File: src/rtl/cordic_pkg.sv
// Shared definitions for the CORDIC subsystem: FSM states, the arctangent table
// generator and the quadrant pre-rotation angle, all parameterised by angle width.
package cordic_pkg;

    typedef enum logic [1:0] {
        ST_IDLE,
        ST_ITER,
        ST_DONE
    } state_e;

    // atan(1/n) in Q60 via its alternating Taylor series; only ever evaluated at elaboration.
    function automatic longint unsigned atan_inv_q60(input longint unsigned n);
        longint unsigned p;
        longint unsigned acc_pos;
        longint unsigned acc_neg;
        p       = (64'd1 << 60) / n;
        acc_pos = 64'd0;
        acc_neg = 64'd0;
        for (int k = 0; k < 40; k++) begin
            if ((k % 2) == 0) acc_pos += p / 64'(2 * k + 1);
            else              acc_neg += p / 64'(2 * k + 1);
            p = p / n;
            p = p / n;
        end
        return acc_pos - acc_neg;
    endfunction

    // round(atan(2^-i) * 2^(w-1) / pi), using pi/4 = 4*atan(1/5) - atan(1/239).
    function automatic longint unsigned atan_lsb(input int i, input int w);
        longint unsigned quarter;
        longint unsigned t;
        quarter = (64'd4 * atan_inv_q60(64'd5) - atan_inv_q60(64'd239)) >> 24;
        if (i == 0) return 64'd1 << (w - 3);
        t = atan_inv_q60(64'd1 << i) >> 24;
        return ((t << (w - 3)) + (quarter >> 1)) / quarter;
    endfunction

    function automatic longint unsigned quad_angle(input int w);
        return 64'd1 << (w - 2);
    endfunction

endpackage

File: src/rtl/cordic_vec_step.sv
// One vectoring micro-rotation: steers on the sign of Y, shifts by the step index,
// and accumulates the matching arctangent into Z.
module cordic_vec_step
    import cordic_pkg::*;
#(
    parameter int XW = 18,
    parameter int ZW = 16,
    parameter int SW = 4
) (
    input  logic signed [XW-1:0] x_in,
    input  logic signed [XW-1:0] y_in,
    input  logic        [ZW-1:0] z_in,
    input  logic        [SW-1:0] shift,
    output logic signed [XW-1:0] x_out,
    output logic signed [XW-1:0] y_out,
    output logic        [ZW-1:0] z_out
);

    logic [ZW-1:0] atan_tab [2**SW];

    for (genvar g = 0; g < 2**SW; g++) begin : g_atan
        assign atan_tab[g] = ZW'(atan_lsb(g, ZW));
    end

    logic signed [XW-1:0] x_sh;
    logic signed [XW-1:0] y_sh;

    always_comb begin
        x_sh = x_in >>> shift;
        y_sh = y_in >>> shift;
        if (!y_in[XW-1]) begin
            x_out = x_in + y_sh;
            y_out = y_in - x_sh;
            z_out = z_in + atan_tab[shift];
        end else begin
            x_out = x_in - y_sh;
            y_out = y_in + x_sh;
            z_out = z_in - atan_tab[shift];
        end
    end

endmodule

File: src/rtl/cordic_vector_iter.sv
// Iterative vectoring CORDIC: one shared micro-rotation reused ITER times to
// recover magnitude (K-scaled) and binary angle, with valid/ready on both sides.
//
// state   | meaning
// ST_IDLE | waiting for an operand, in_ready high
// ST_ITER | stepping micro-rotations, then one edge to latch the result
// ST_DONE | result held, out_valid high until out_ready
module cordic_vector_iter
    import cordic_pkg::*;
#(
    parameter int W    = 16,
    parameter int ITER = 14
) (
    input  logic         C,
    input  logic         RST_N,
    input  logic         CE,
    input  logic         in_valid,
    output logic         in_ready,
    input  logic [W-1:0] X_in,
    input  logic [W-1:0] Y_in,
    output logic         out_valid,
    input  logic         out_ready,
    output logic [W+1:0] mag,
    output logic [W-1:0] angle
);

    localparam int XW = W + 2;
    localparam int CW = $clog2(W);
    localparam logic [W-1:0] Z_QUAD_POS = W'(quad_angle(W));
    localparam logic [W-1:0] Z_QUAD_NEG = W'(64'd0 - quad_angle(W));

    state_e               state_q, state_d;
    logic [CW-1:0]        cnt_q, cnt_d;
    logic signed [XW-1:0] x_q, x_d, y_q, y_d;
    logic signed [XW-1:0] x_ext, y_ext, x_step, y_step;
    logic [W-1:0]         z_q, z_d, z_step;
    logic [W-1:0]         angle_q, angle_d;
    logic [XW-1:0]        mag_q, mag_d;

    cordic_vec_step #(.XW(XW), .ZW(W), .SW(CW)) u_step (
        .x_in  (x_q),
        .y_in  (y_q),
        .z_in  (z_q),
        .shift (cnt_q),
        .x_out (x_step),
        .y_out (y_step),
        .z_out (z_step)
    );

    always_comb begin
        state_d = state_q;
        cnt_d   = cnt_q;
        x_d     = x_q;
        y_d     = y_q;
        z_d     = z_q;
        mag_d   = mag_q;
        angle_d = angle_q;
        x_ext   = {{2{X_in[W-1]}}, X_in};
        y_ext   = {{2{Y_in[W-1]}}, Y_in};
        case (state_q)
            ST_IDLE: begin
                if (CE && in_valid) begin
                    cnt_d   = '0;
                    state_d = ST_ITER;
                    // Pre-rotate left-half-plane vectors by +/-90 deg so X starts non-negative.
                    if (!X_in[W-1]) begin
                        x_d = x_ext;
                        y_d = y_ext;
                        z_d = '0;
                    end else if (!Y_in[W-1]) begin
                        x_d = y_ext;
                        y_d = -x_ext;
                        z_d = Z_QUAD_POS;
                    end else begin
                        x_d = -y_ext;
                        y_d = x_ext;
                        z_d = Z_QUAD_NEG;
                    end
                end
            end
            ST_ITER: begin
                if (CE) begin
                    if (cnt_q == CW'(ITER)) begin
                        mag_d   = x_q;
                        angle_d = z_q;
                        state_d = ST_DONE;
                    end else begin
                        x_d   = x_step;
                        y_d   = y_step;
                        z_d   = z_step;
                        cnt_d = cnt_q + 1'b1;
                    end
                end
            end
            ST_DONE: begin
                if (CE && out_ready) state_d = ST_IDLE;
            end
            default: state_d = ST_IDLE;
        endcase
    end

    always_ff @(posedge C or negedge RST_N) begin
        if (!RST_N) begin
            state_q <= ST_IDLE;
            cnt_q   <= '0;
            x_q     <= '0;
            y_q     <= '0;
            z_q     <= '0;
            mag_q   <= '0;
            angle_q <= '0;
        end else begin
            state_q <= state_d;
            cnt_q   <= cnt_d;
            x_q     <= x_d;
            y_q     <= y_d;
            z_q     <= z_d;
            mag_q   <= mag_d;
            angle_q <= angle_d;
        end
    end

    assign in_ready  = (state_q == ST_IDLE);
    assign out_valid = (state_q == ST_DONE);
    assign mag       = mag_q;
    assign angle     = angle_q;

endmodule

File: config.mk
export PLATFORM = sky130hd
export DESIGN_NAME = cordic_vector_iter
export DESIGN_NICKNAME = d
export VERILOG_FILES = /design/src/rtl/cordic_pkg.sv /design/src/rtl/cordic_vec_step.sv /design/src/rtl/cordic_vector_iter.sv
export SDC_FILE = /design/constraint.sdc
export NUM_CORES = 1
export LEC_CHECK = 0
export BUFFER_PORTS_ARGS = -buffer_cell sky130_fd_sc_hd__buf_2
export CAP_MARGIN = 30
export CORE_MARGIN = 1
export CORE_UTILIZATION = 40
export DETAILED_ROUTE_END_ITERATION = 10
export GPL_TIMING_DRIVEN = 0
export SYNTH_ARGS = -nofsm -noshare
export SYNTH_HDL_FRONTEND = slang
export SYNTH_HIERARCHICAL = 1
export SYNTH_SLANG_ARGS = --single-unit
File: constraint.sdc
create_clock -name C -period 5.75 [get_ports C]
set_input_delay 1.725 -clock C [delete_from_list [all_inputs] [get_ports C]]
set_output_delay 1.725 -clock C [all_outputs]
set_load 0.01 [all_outputs]
==> impl_metrics.py <==
metrics = {
    "setup_path": {
        "timing.reg2reg.setup_slack_ns": 0.19,
        "setup.worst_path.end_class": "register",
        "reg2reg_depth": 18,
        "crit_buf_inv": 3,
        "worst_path_most_repeated_cell": "sky130_fd_sc_hd__buf_2",
        "path_cells": "buf_2 > buf_2 > buf_2 > mux4_2 > a22oi_1 > o21ai_1 > nor3_1 > nand4_1 > nor3b_1 > nor4_1 > ha_1 > and3_1 > a211oi_1 > xnor2_1 > nor3_1 > o21ai_0 > o21ai_0 > a41oi_1",
        "required_time_of_the_critical_path_ns": 6.02,
        "cp-startpoint": "cnt_q[1]",
        "worstReg2RegStart": "cnt_q[1]",
        "rr_endpoint": "x_q[14]",
        "worstPathMaxFanout": 10,
        "timing.critical_path.from_type": "register",
        "critical-path-top-delay-family": "simple AND/OR/NAND/NOR gates",
        "timing.critical_path.arrival_ns": 5.83,
        "criticalPathCategory": "reg2reg",
        "maximum_single_stage_delay_on_the_critical_path_ns": 0.60,
        "cp_slowest_cell": "sky130_fd_sc_hd__nor4_1",
    },
    "detailed_routing": {
        "first_pass_iteration_count_of_the_detailed_router": 5,
        "totalWireLength_mm": 33.35,
        "routedWlPerCell_um": 22.11,
        "drt_first_iter_violations": 912,
        "detail_route.drc_violations": 0,
        "vias": 9280,
        "vias_per_cell": 6.154,
        "ant_nets": 0,
    },
    "synthesis": {
        "syn-instance-count": 1096,
        "post_synth.cell_area_avg_um2": 9.002,
        "postSynthNetCount": 1197,
        "synth.ff_latch_count": 92,
        "ys_dominant_reg_cell": "sky130_fd_sc_hd__dfrtp_1",
        "postSynth.asyncResetShare_pct": 100.0,
        "synth_area_um2": 9866,
        "number_of_synthesized_flops_with_an_enable_pin": 0,
        "yosys_warnings": 6,
        "yosys.cell_types.count": 81,
        "ys_seq_area_share_pct": 23.34,
    },
    "timing": {
        "maxSlewHeadroom_pct": 43.38,
        "timing.final.crit_period_ns": 5.561,
        "setup_violations": 0,
        "finalMaxSlewViolations": 0,
        "clock_skew_ns": 0.008335,
        "finalHoldViolations": 0,
        "fin_crit_sh_pct": 96.71,
        "rsz0062_at_grt": "no",
        "achievable-frequency_mhz": 179.8,
        "max_slew.worst_pin.slew_ns": 0.8493,
        "whs_ns": 0.4786,
    },
    "grt": {
        "grt_first_pass_wirelength_mm": 51.69,
        "grt_max_degree": 53,
        "globalRouteTotalUtil_pct": 26.38,
        "grt_overflow": 0,
        "vias_in_the_first_global_route": 8794,
        "grt_antenna_before_repair": 0,
    },
    "cells_and_area": {
        "nFillCells": 2414,
        "nets": 1280,
        "post_route_cells_drive_above_1_share_pct": 19.43,
        "most_frequent_cells_in_the_layout": "91 x sky130_fd_sc_hd__dfrtp_1, 90 x sky130_fd_sc_hd__a21oi_1, 88 x sky130_fd_sc_hd__buf_2",
        "layout.cells.most_common": "sky130_fd_sc_hd__dfrtp_1",
        "multi_input_area_um2": 7109,
        "antenna_cells_inserted": 0,
        "sequential_cell_area_um2": 2303,
        "flow.area_growth_from_synthesis_pct": 11.62,
    },
    "floorplanning": {
        "fp.dieW_um": 159.1,
        "start_util_pct": 40.69,
        "core.rowCount": 57,
        "core_region_area_um2": 24250,
        "num_io_pins": 73,
        "dieArea_um2": 25300,
        "fp.dieH_um": 159.1,
    },
    "clocking": {
        "cts-root-to-sink-buffers": 2,
        "cts_sinks": 92,
        "cts.reportedPaths.clkPinSlew_ns": 0.07,
        "cts_buffer_count": 9,
        "cts_root_buf": "sky130_fd_sc_hd__clkbuf_16",
        "cts_tree": "yes",
        "clock_latency_ns": 0.36,
        "holdBufCountCts": 0,
        "htree_levels": 3,
    },
    "place": {
        "dp_hpwl_mm": 25.86,
        "number_of_buffer_cells_added_on_primary_ports": 70,
        "routabilityCongestion": 0.9686,
    },
    "run": {
        "timing.max_cap.violations": 0,
    },
    "worst_hold_path": {
        "min-delay-start": "angle[11]",
        "min-delay-path-class": "reg2reg",
        "hold_worst_path_end": "angle[11]",
        "timing.hold.worst_path_depth": 1,
    },
    "run_status": {
        "status": "finished clean",
    },
}
## how the worst max path moves through the flow
| stage | endpoint | slack, ns | depth (start not counted) |
|---|---|---|---|
| after CTS | x_q[14] | 0.09 | 23 |
| after global placement | x_q[14] | -0.52 | 22 |
| after floorplan | x_q[14] | 1.03 | 21 |
| after global routing | x_q[14] | 0.01 | 18 |
| after detailed placement | x_q[14] | -0.58 | 21 |
| final | x_q[14] | 0.19 | 18 |
## synth_stat cells (all sizes together) (12+ instances only)
cell type,n,area [um2]
dfrtp,92,2302
a21oi,90,450.4
nor2,85,335.3
o21ai,71,359.1
nand2,68,255.2
xnor2,62,543.0
ha,61,763.2
mux2,51,574.3
xor2,42,367.9
mux4,39,878.3
buf,36,231.5
clkbuf,32,121.4
inv,32,120.1
a21o,26,195.2
nor3,26,140.1
mux2i,23,230.2
a31oi,21,131.4
a22o,19,166.4
nor2b,19,118.9
nand3,18,95.09
nand2b,16,100.1
and3,14,87.58
a222oi,12,120.1
## layer usage
layer  track usage [%]  share of wire, %
met4             9.834               3.4
met2             42.56                46
met1             36.03                44
met5                 0                 0
met3             3.464               7.1
## timing repair
item                                    in CTS  in global routing
gates resized for setup                      4                 21
hold endpoints to repair                     0                  0
pin swaps                                    0                  0
endpoints found under the setup margin       8                 10
buffers inserted                             0                  0
## registers in the layout (all words and copies together), names as in the netlist
name     count
x_q         18
y_q         18
z_q         16
cnt_q        4
mag         18
angle       16
state_q      2
## stage by stage
stage / std cells / setup slack (ns) / TNS [ns] / instance area [um2] / util, %
after floorplan: 1096 / 1.035 / 0 / 9866 / -
after global placement: 1490 / -0.5168 / -2.038 / 10620 / 43.80
after detailed placement: 1492 / -0.5821 / -2.077 / 10660 / 43.97
after CTS: 1508 / 0.09094 / 0 / 10970 / 45.25
after global routing: 1508 / 0.01489 / 0 / 11010 / 45.41
final: 1508 / 0.1894 / 0 / 11010 / 45.41
## cells by family after synthesis
logic type      Yosys count  share of synthesized area, %
compound gates          328                         21.97
xor+xnor                104                         9.233
fa+ha+maj                64                         8.345
buf+inv                 102                         4.870
flops                    92                         23.34
mux                     113                         17.06
simple gates            293                         15.19
## cell type report
class	instances	area share, %
Inverter	34	1.159
Sequential cell	92	20.92
Timing Repair Buffer	72	3.556
Multi-Input combinational cell	902	64.56
Tap cell	324	3.681
Buffer	68	3.352
Clock inverter	7	0.7272
Clock buffer	9	2.045
Power is left out: the tool's default activity adds up to more than one toggle a clock period on the data nets, which glitch-free logic cannot reach.
